`src/rtl/procyon_ccu_ifq_fill.sv`:
```
// procyon_ccu_ifq_fill
//
// Cache-line fill engine between the IFQ entry/arbiter and the CCU bus.
// Accepts one pending IFQ fetch, issues a single burst read for the line,
// assembles the returned beats (beat 0 at the LSB) and hands the completed
// line to the I-cache fill port while pulsing o_ccu_done to retire the IFQ
// entry. A bus error terminates the burst and reports done with o_ccu_err
// set and no I-cache write. Only one request is in flight at a time.
//
// Ports:
//   clk, n_rst        clock, synchronous active-low reset
//   i_ifq_valid       IFQ entry holds a pending fetch
//   i_ifq_addr        line address of the pending fetch
//   o_ccu_done        one-cycle pulse retiring the IFQ entry
//   o_ccu_err         qualifies o_ccu_done: fill ended with a bus error
//   o_bus_req         burst read request, held until i_bus_ack
//   o_bus_addr        byte address of the line (offset bits zero)
//   i_bus_ack         bus accepted the request
//   i_bus_data_valid  beat valid
//   i_bus_data        beat data
//   i_bus_err         burst error, terminates the burst
//   o_ic_fill_en      one-cycle I-cache write strobe
//   o_ic_fill_addr    line address for the I-cache write
//   o_ic_fill_data    assembled line for the I-cache write

module procyon_ccu_ifq_fill #(
    parameter int OPTN_ADDR_WIDTH     = 32,
    parameter int OPTN_IC_LINE_SIZE   = 32,
    parameter int OPTN_BUS_DATA_WIDTH = 32,
    localparam int IC_LINE_WIDTH      = OPTN_IC_LINE_SIZE * 8,
    localparam int IC_OFFSET_WIDTH    = $clog2(OPTN_IC_LINE_SIZE),
    localparam int BEATS              = IC_LINE_WIDTH / OPTN_BUS_DATA_WIDTH,
    localparam int BEAT_CNT_WIDTH     = (BEATS > 1) ? $clog2(BEATS) : 1
) (
    input  logic                                       clk,
    input  logic                                       n_rst,

    input  logic                                       i_ifq_valid,
    input  logic [OPTN_ADDR_WIDTH-1:IC_OFFSET_WIDTH]   i_ifq_addr,
    output logic                                       o_ccu_done,
    output logic                                       o_ccu_err,

    output logic                                       o_bus_req,
    output logic [OPTN_ADDR_WIDTH-1:0]                 o_bus_addr,
    input  logic                                       i_bus_ack,
    input  logic                                       i_bus_data_valid,
    input  logic [OPTN_BUS_DATA_WIDTH-1:0]             i_bus_data,
    input  logic                                       i_bus_err,

    output logic                                       o_ic_fill_en,
    output logic [OPTN_ADDR_WIDTH-1:IC_OFFSET_WIDTH]   o_ic_fill_addr,
    output logic [IC_LINE_WIDTH-1:0]                   o_ic_fill_data
);

    typedef enum logic [1:0] {
        IDLE = 2'b00,
        REQ  = 2'b01,
        DATA = 2'b10,
        FILL = 2'b11
    } state_t;

    state_t                                     state_q;
    state_t                                     state_d;

    logic [OPTN_ADDR_WIDTH-1:IC_OFFSET_WIDTH]   addr_r;
    logic [IC_LINE_WIDTH-1:0]                   line_r;
    logic [BEAT_CNT_WIDTH-1:0]                  beat_cnt;
    logic                                       err_r;

    logic                                       accept;
    logic                                       beat_accept;
    logic                                       beat_last;
    logic                                       data_err;

    // A new fetch is only taken in IDLE; while busy the IFQ inputs are ignored.
    assign accept      = (state_q == IDLE) && i_ifq_valid;

    // An error in the same cycle as a beat wins: the beat is discarded.
    assign data_err    = (state_q == DATA) && i_bus_err;
    assign beat_accept = (state_q == DATA) && i_bus_data_valid && !i_bus_err;
    assign beat_last   = (beat_cnt == BEAT_CNT_WIDTH'(BEATS - 1));

    // ------------------------------------------------------------------
    // State register
    // ------------------------------------------------------------------
    always_ff @(posedge clk) begin
        if (!n_rst) begin
            state_q <= IDLE;
        end else begin
            state_q <= state_d;
        end
    end

    // ------------------------------------------------------------------
    // Next-state logic
    // ------------------------------------------------------------------
    always_comb begin
        state_d = state_q;
        unique case (state_q)
            IDLE: begin
                if (i_ifq_valid) begin
                    state_d = REQ;
                end
            end
            REQ: begin
                if (i_bus_ack) begin
                    state_d = DATA;
                end
            end
            DATA: begin
                if (i_bus_err) begin
                    state_d = FILL;
                end else if (i_bus_data_valid && beat_last) begin
                    state_d = FILL;
                end
            end
            FILL: begin
                state_d = IDLE;
            end
            default: begin
                state_d = IDLE;
            end
        endcase
    end

    // ------------------------------------------------------------------
    // Beat counter and error flag
    // ------------------------------------------------------------------
    always_ff @(posedge clk) begin
        if (!n_rst) begin
            beat_cnt <= '0;
            err_r    <= 1'b0;
        end else if (accept) begin
            beat_cnt <= '0;
            err_r    <= 1'b0;
        end else begin
            if (data_err) begin
                err_r <= 1'b1;
            end
            // The exit on the last beat keeps this from wrapping mid-burst.
            if (beat_accept) begin
                beat_cnt <= beat_cnt + 1'b1;
            end
        end
    end

    // ------------------------------------------------------------------
    // Address and line buffers (not reset; only meaningful once filled)
    // ------------------------------------------------------------------
    always_ff @(posedge clk) begin
        if (n_rst && accept) begin
            addr_r <= i_ifq_addr;
        end
        if (n_rst && beat_accept) begin
            for (int unsigned k = 0; k < BEATS; k++) begin
                if (beat_cnt == BEAT_CNT_WIDTH'(k)) begin
                    line_r[k*OPTN_BUS_DATA_WIDTH +: OPTN_BUS_DATA_WIDTH] <= i_bus_data;
                end
            end
        end
    end

    // ------------------------------------------------------------------
    // Outputs: strobes decode registered state only
    // ------------------------------------------------------------------
    assign o_bus_req      = (state_q == REQ);
    assign o_bus_addr     = {addr_r, IC_OFFSET_WIDTH'(0)};

    assign o_ccu_done     = (state_q == FILL);
    assign o_ccu_err      = (state_q == FILL) && err_r;

    assign o_ic_fill_en   = (state_q == FILL) && !err_r;
    assign o_ic_fill_addr = addr_r;
    assign o_ic_fill_data = line_r;

endmodule

```
`config.mk`:
```
export PLATFORM = sky130hd
export DESIGN_NAME = procyon_ccu_ifq_fill
export DESIGN_NICKNAME = d
export VERILOG_FILES = /design/src/rtl/procyon_ccu_ifq_fill.sv
export SDC_FILE = /design/constraint.sdc
export NUM_CORES = 1
export LEC_CHECK = 0
export ABC_AREA = 0
export BUFFER_PORTS_ARGS = -buffer_cell sky130_fd_sc_hd__buf_2
export CORE_AREA = 5 5 150 152
export DETAILED_ROUTE_END_ITERATION = 10
export DIE_AREA = 0 0 155 157
export GPL_TIMING_DRIVEN = 0
export PLACE_DENSITY = 0.74
export SYNTH_ARGS = -nofsm -noshare
export SYNTH_HDL_FRONTEND = slang
export SYNTH_SLANG_ARGS = --single-unit
```
`constraint.sdc`:
```
create_clock -name clk -period 2.9 [get_ports clk]
set_input_delay 0.145 -clock clk [delete_from_list [all_inputs] [get_ports clk]]
set_output_delay 0.145 -clock clk [all_outputs]
set_load 0.05 [all_outputs]
```
# After elaboration in Yosys (flattened, before gate mapping)
# Index checks and enable logic that the tools add are counted.
[word_totals] regBits=289 latchBits=0 ramBits=0 mem_bits_ro=0 inputBits=65 out_inout_bits=319 wordCells=55 n_memories=0
[op_classes] addsub=1 multipliers=0 div=0 magnitude_cmp=0 n_eq_ne=13 shifts=0 mux=5 bitwise_logic=1 n_reduce_logical=23
[op_table] op="AND reduction 2 bit" count=8
[op_table] op="equality test 3 bit (second input constant)" count=4
[op_table] op="logical AND 1 bit" count=9
[op_table] op="2-to-1 mux 2 bit" count=4
[op_table] op="one-hot mux 2 bit (4 select lines)" count=1
[op_table] op="equality test 3 x 2 -> 1 bit (second input constant)" count=2
[op_table] op="equality test 2 bit (second input constant)" count=2
[op_table] op="adder 3 x 1 -> 3 bit (second input constant)" count=1
[op_table] op="equality test 3 x 1 -> 1 bit (second input constant)" count=1
[op_table] op="zero test 3 bit" count=1
[op_table] op="!= test 3 x 2 -> 1 bit (second input constant)" count=1
[op_table] op="AND reduction 3 bit" count=1
[op_table] op="equality test 2 x 1 -> 1 bit (second input constant)" count=1
[op_table] op="zero test 1 bit" count=2
[op_table] op="zero test 2 bit" count=1
[op_table] op="!= test 2 x 1 -> 1 bit (second input constant)" count=1
[op_table] op="!= test 2 bit (second input constant)" count=1
[op_table] op="OR reduction 2 bit" count=1
[op_table] op="NOT 1 bit" count=1

# Depth between registers and ports, before layout
[logic_depth] depth_word=5 ltp_mapped=6 mapped_depth_nobuf=5

# Worst setup path after synthesis
# Ideal clock, no wire load.
[synth_path] path_kind="register -> register" from="register state_q[0]" to="register line_r[128], in the netlist o_ic_fill_data[128], enable pin" setup_time_ns=0.392 arrival_time_ns=1.894 t_required_ns=2.508 setup_slack_ns=0.613 path_stages_with_launch=7 n_path_buf=1 synth_period_minus_slack_ns=2.287 cell_sequence="dfxtp_1 > inv_1 > ha_1 > and3b_1 > buf_2 > and2_1 > and3_1"
[synth_via] elab_chain_len=5
[synth_rtl] item="from (decl)" line="62" text="state_t state_q;"
[synth_rtl] item="from (signal assigned)" line="90" text="state_q <= state_d;"
[synth_rtl] item="equality test 2 bit" line="80" text="assign beat_accept = (state_q == DATA) && i_bus_data_valid && !i_bus_err;"
[synth_rtl] item="logical AND 1 bit (2 in series)" line="80"
[synth_rtl] item="logical AND 1 bit" line="154" text="if (n_rst && beat_accept) begin"
[synth_rtl] item="AND reduction 2 bit (no line)"
[synth_rtl] item="to (signal, indexed assignment)" line="157" text="line_r[k*OPTN_BUS_DATA_WIDTH +: OPTN_BUS_DATA_WIDTH] <= i_bus_data;"
[synth_rtl] item="to (decl)" line="66" text="logic [IC_LINE_WIDTH-1:0] line_r;"
# No other way between the ends.
# A chain may end at the register's enable or synchronous reset.

# Final worst setup path
[layout_path] from="register state_q[0]" to="register line_r[56], in the netlist o_ic_fill_data[56], enable pin"
# Same word-level chain as after synthesis.

==> impl_metrics.yaml <==
run_status:
  status: "finished clean"
critical_path:
  regToRegSetupSlack_ns: 0.55
  critical_path_class: "flip-flop to flip-flop"
  end_kind: "flip-flop"
  crit-reg2reg-capture: "o_ic_fill_data[56]"
  critPathArrivalTime_ns: 2.59
  worstReg2RegStart: "state_q[0]"
  start_kind: "flip-flop"
  rr_worst_depth: 7
  required_ns: 3.13
  critPathMaxFanout: 18
synth:
  synth_seq_area_share_pct: 93.5
  post_synthesis_xor_xnor_area_fraction_pct: 0.0951
  synthesized_area_fraction_occupied_by_ao_oa_aoi_and_oai_cells_pct: 0.299
  netlist_instances: 372
  postSynth.asyncResetShare_pct: 0
  synth_top_area_share_pct: 92.2
  post_synth.cell_area_avg_um2: 24.8
  share_of_cell_area_taken_by_muxes_after_synthesis_pct: 0.326
  synth-adder-area-share_pct: 1.36
  synth_simple_gate_area_share_pct: 1.39
  synth_warnings: 0
  synth-edff-count: 283
  netlist_top_cells_area: "sky130_fd_sc_hd__edfxtp_1 92%, sky130_fd_sc_hd__buf_4 2.6%, sky130_fd_sc_hd__ha_1 1.4%"
  yosysTopAreaCell: "sky130_fd_sc_hd__edfxtp_1"
  synth_cell_types: 19
  synth_commonest_cells: "283 x sky130_fd_sc_hd__edfxtp_1, 32 x sky130_fd_sc_hd__buf_4, 10 x sky130_fd_sc_hd__ha_1"
  ys_ff_latch: 289
  synth_most_common_cell: "sky130_fd_sc_hd__edfxtp_1"
  synth_ff_type: "sky130_fd_sc_hd__edfxtp_1"
  netlist_area_before_placement_um2: 9210
  synth_top_family_by_area: "buffers and inverters"
placed_design:
  buffer_ports.inserted: 378
  gp_congestion: 0.847
  dp_hpwl_mm: 15.8
  pre_cts_ws_ns: 0.541
  numPlacedInstances: 1037
floorplanning:
  design.portCount: 384
  die-area_um2: 24300
  die_width_um: 155
  coreArea_um2: 20900
  floorplan.initialDensity_pct: 44.1
  dieHeight_um: 157
  number_of_placement_rows: 53
timing:
  setup_failing_eps_final: 0
  timing.clock.skew_ns: 0.0191
  layout_setup_ws_ns: 0.548
  grt_setup_unrepaired: "false"
  finalHoldViolations: 0
  fin_worst_hold_slack_ns: 0.0850
  finalSetupTns_ns: 0
  fmaxAchievable_mhz: 425
  timing.max_slew.rel_slack_pct: 12.9
  final_max_slew_viol_count: 0
  period_utilization_post_route_pct: 81.1
  worst_pin_slew_ns: 1.31
  period_needed_ns: 2.35
pwr:
  p_sw_uw: 2140
  p_int_uw: 7070
  max-vdd-ir-drop_mv: 0.672
  seq_power_share_pct: 51.3
  power_density_nw_per_um2: 698
  power.leakage_uw: 0.00526
  totalPowerFinal_uw: 9210
  power_frac_clock_pct: 38.9
  swShare_pct: 23.2
  pwr-share-comb_pct: 9.8
detailed_routing:
  detailroute.via_count: 5300
  route.detailed.vias_per_inst: 4.61
  avgRoutedWirePerCell_um: 20.6
  post-route-drc-count: 0
  drt_pass1_iterations: 5
  detail_route.wirelength_mm: 23.6
  detail_route.iter0.violations: 303
  final_antenna_net_count: 0
cells_and_area:
  antenna_cells: 0
  drive_gt1_share_pct: 53.6
  fillers: 1440
  flow.area_growth_from_synthesis_pct: 43.3
  num-nets-final: 930
  stdcell_count: 1150
cts:
  post_cts_resized: 0
  htree_num_levels: 1
  cts_post_setup_buffers_inserted: 0
  numClockSinks: 289
  clkSlewWorstSetupHoldPaths_ns: 0.06
  cts_tree: "done"
  clk-insertion-delay-late_ns: 0.54
  tritoncts.num_buffers: 28
  ctsRootBufferMaster: "sky130_fd_sc_hd__clkbuf_16"
  ctsLongestPathBuffers: 3
hold_path:
  hold_class: "input port to flip-flop"
  hold_path_depth: 4
  timing.hold.worst_endpoint: "state_q[1]"
  hp-start: "i_bus_ack"
global_route:
  grt_pass1_vias: 5286
  grt-ovfl-total: 0
  antenna_found_initial: 0
  grt_start_max_net_pins: 31
  global_route.usage.total_pct: 18.2
  grt_first_pass_wirelength_mm: 32.9
run:
  max_cap_violations: 0
-- area by class of cell --
class | count | area, um2 | share of cell area (%)
Sequential cell | 289 | 8620 | 65.3
Timing Repair Buffer | 449 | 2700 | 20.4
Clock buffer | 32 | 716 | 5.42
Multi-Input combinational cell | 47 | 348 | 2.64
Tap cell | 275 | 344 | 2.61
Buffer | 33 | 245 | 1.86
Clock inverter | 18 | 203 | 1.54
Inverter | 7 | 26.3 | 0.199
-- state kept, by name, summed over array words and instances (netlist names) --
register / cells
beat_cnt: 3
err_r: 1
o_ic_fill_addr: 27
o_ic_fill_data: 256
state_q: 2
-- per-layer routing --
| layer | GRT usage [%] | wire length, um | part of all wire, % |
|---|---|---|---|
| met1 | 20.7 | 8450 | 36 |
| met3 | 4.95 | 2160 | 9.1 |
| met4 | 6.48 | 836 | 3.5 |
| met2 | 33.1 | 12200 | 52 |
| met5 | 0 | 0 | 0 |
-- logic make-up (layout without fill, tap and decap cells) --
| family | count (synthesis) | count (layout) |
|---|---|---|
| XOR/XNOR | 1 | 1 |
| flip-flops | 289 | 289 |
| multiplexers | 3 | 3 |
| other | 1 | 5 |
| AO/OA/AOI/OAI | 4 | 4 |
| adder cells (fa/ha/maj) | 10 | 10 |
| buffers and inverters | 40 | 539 |
| AND/OR/NAND/NOR | 24 | 24 |
-- through the flow --
step                      utilization, %  cell area, um2
after global placement              54.9           11500
after detailed placement            55.8           11600
after global routing                63.2           13200
final                               63.2           13200
after floorplan                        -            9230
after CTS                           63.2           13200
-- worst max-delay path: stages, from the launching register on --
cell and delay [ns]:
sky130_fd_sc_hd__dfxtp_1 0.34, sky130_fd_sc_hd__inv_1 0.09, sky130_fd_sc_hd__ha_1 0.22, sky130_fd_sc_hd__and3b_1 0.16
sky130_fd_sc_hd__buf_2 0.17, sky130_fd_sc_hd__and2_1 0.22, sky130_fd_sc_hd__and3_2 0.60, sky130_fd_sc_hd__buf_16 0.25
-- power by group through the flow --
stage               Combinational, uW  Sequential [uW]  Clock (uW)
finish                            903             4730        3580
global route                      942             4730        3830
CTS                               898             4730        3630
detailed placement                827             4810           0
global placement                  802             4810           0
floorplan                         394             5010           0
-- worst max-delay path by stage --
stage                           from                   to  slack [ns]  cells after the start
after CTS                 state_q[0]   o_ic_fill_data[62]        0.51                      7
after floorplan           state_q[0]  o_ic_fill_data[128]        0.61                      6
after global placement    state_q[0]   o_ic_fill_data[13]       -0.34                      6
final                     state_q[0]   o_ic_fill_data[56]        0.55                      7
after global routing      state_q[0]   o_ic_fill_data[62]        0.42                      7
after detailed placement  state_q[0]   o_ic_fill_data[33]        0.54                      7
-- repair_timing --
item / 4_1_cts / 5_1_grt
hold buffers: 63 / 0
hold endpoints to repair: 289 / 0
setup endpoints to repair: 0 / 0
-- layout by cell type (no fill, tap or decap), types with 2 or more instances in the layout --
cell,netlist,routed
sky130_fd_sc_hd__buf_2,1,379
sky130_fd_sc_hd__edfxtp_1,283,283
sky130_fd_sc_hd__dlygate4sd3_1,0,63
sky130_fd_sc_hd__buf_4,32,32
sky130_fd_sc_hd__clkbuf_16,0,28
sky130_fd_sc_hd__ha_1,10,10
sky130_fd_sc_hd__and3_2,0,8
sky130_fd_sc_hd__inv_1,7,7
sky130_fd_sc_hd__clkinv_2,0,7
sky130_fd_sc_hd__nand2_1,6,6
sky130_fd_sc_hd__dfxtp_1,6,6
sky130_fd_sc_hd__buf_12,0,6
sky130_fd_sc_hd__conb_1,1,5
sky130_fd_sc_hd__nor2_1,4,4
sky130_fd_sc_hd__bufinv_16,0,4
sky130_fd_sc_hd__clkinv_1,0,4
sky130_fd_sc_hd__clkbuf_1,0,4
sky130_fd_sc_hd__mux2i_1,3,3
sky130_fd_sc_hd__and2_1,2,2
sky130_fd_sc_hd__nor2b_1,2,2
sky130_fd_sc_hd__buf_16,0,2
Note: power is estimated with default switching activity, not from simulation.
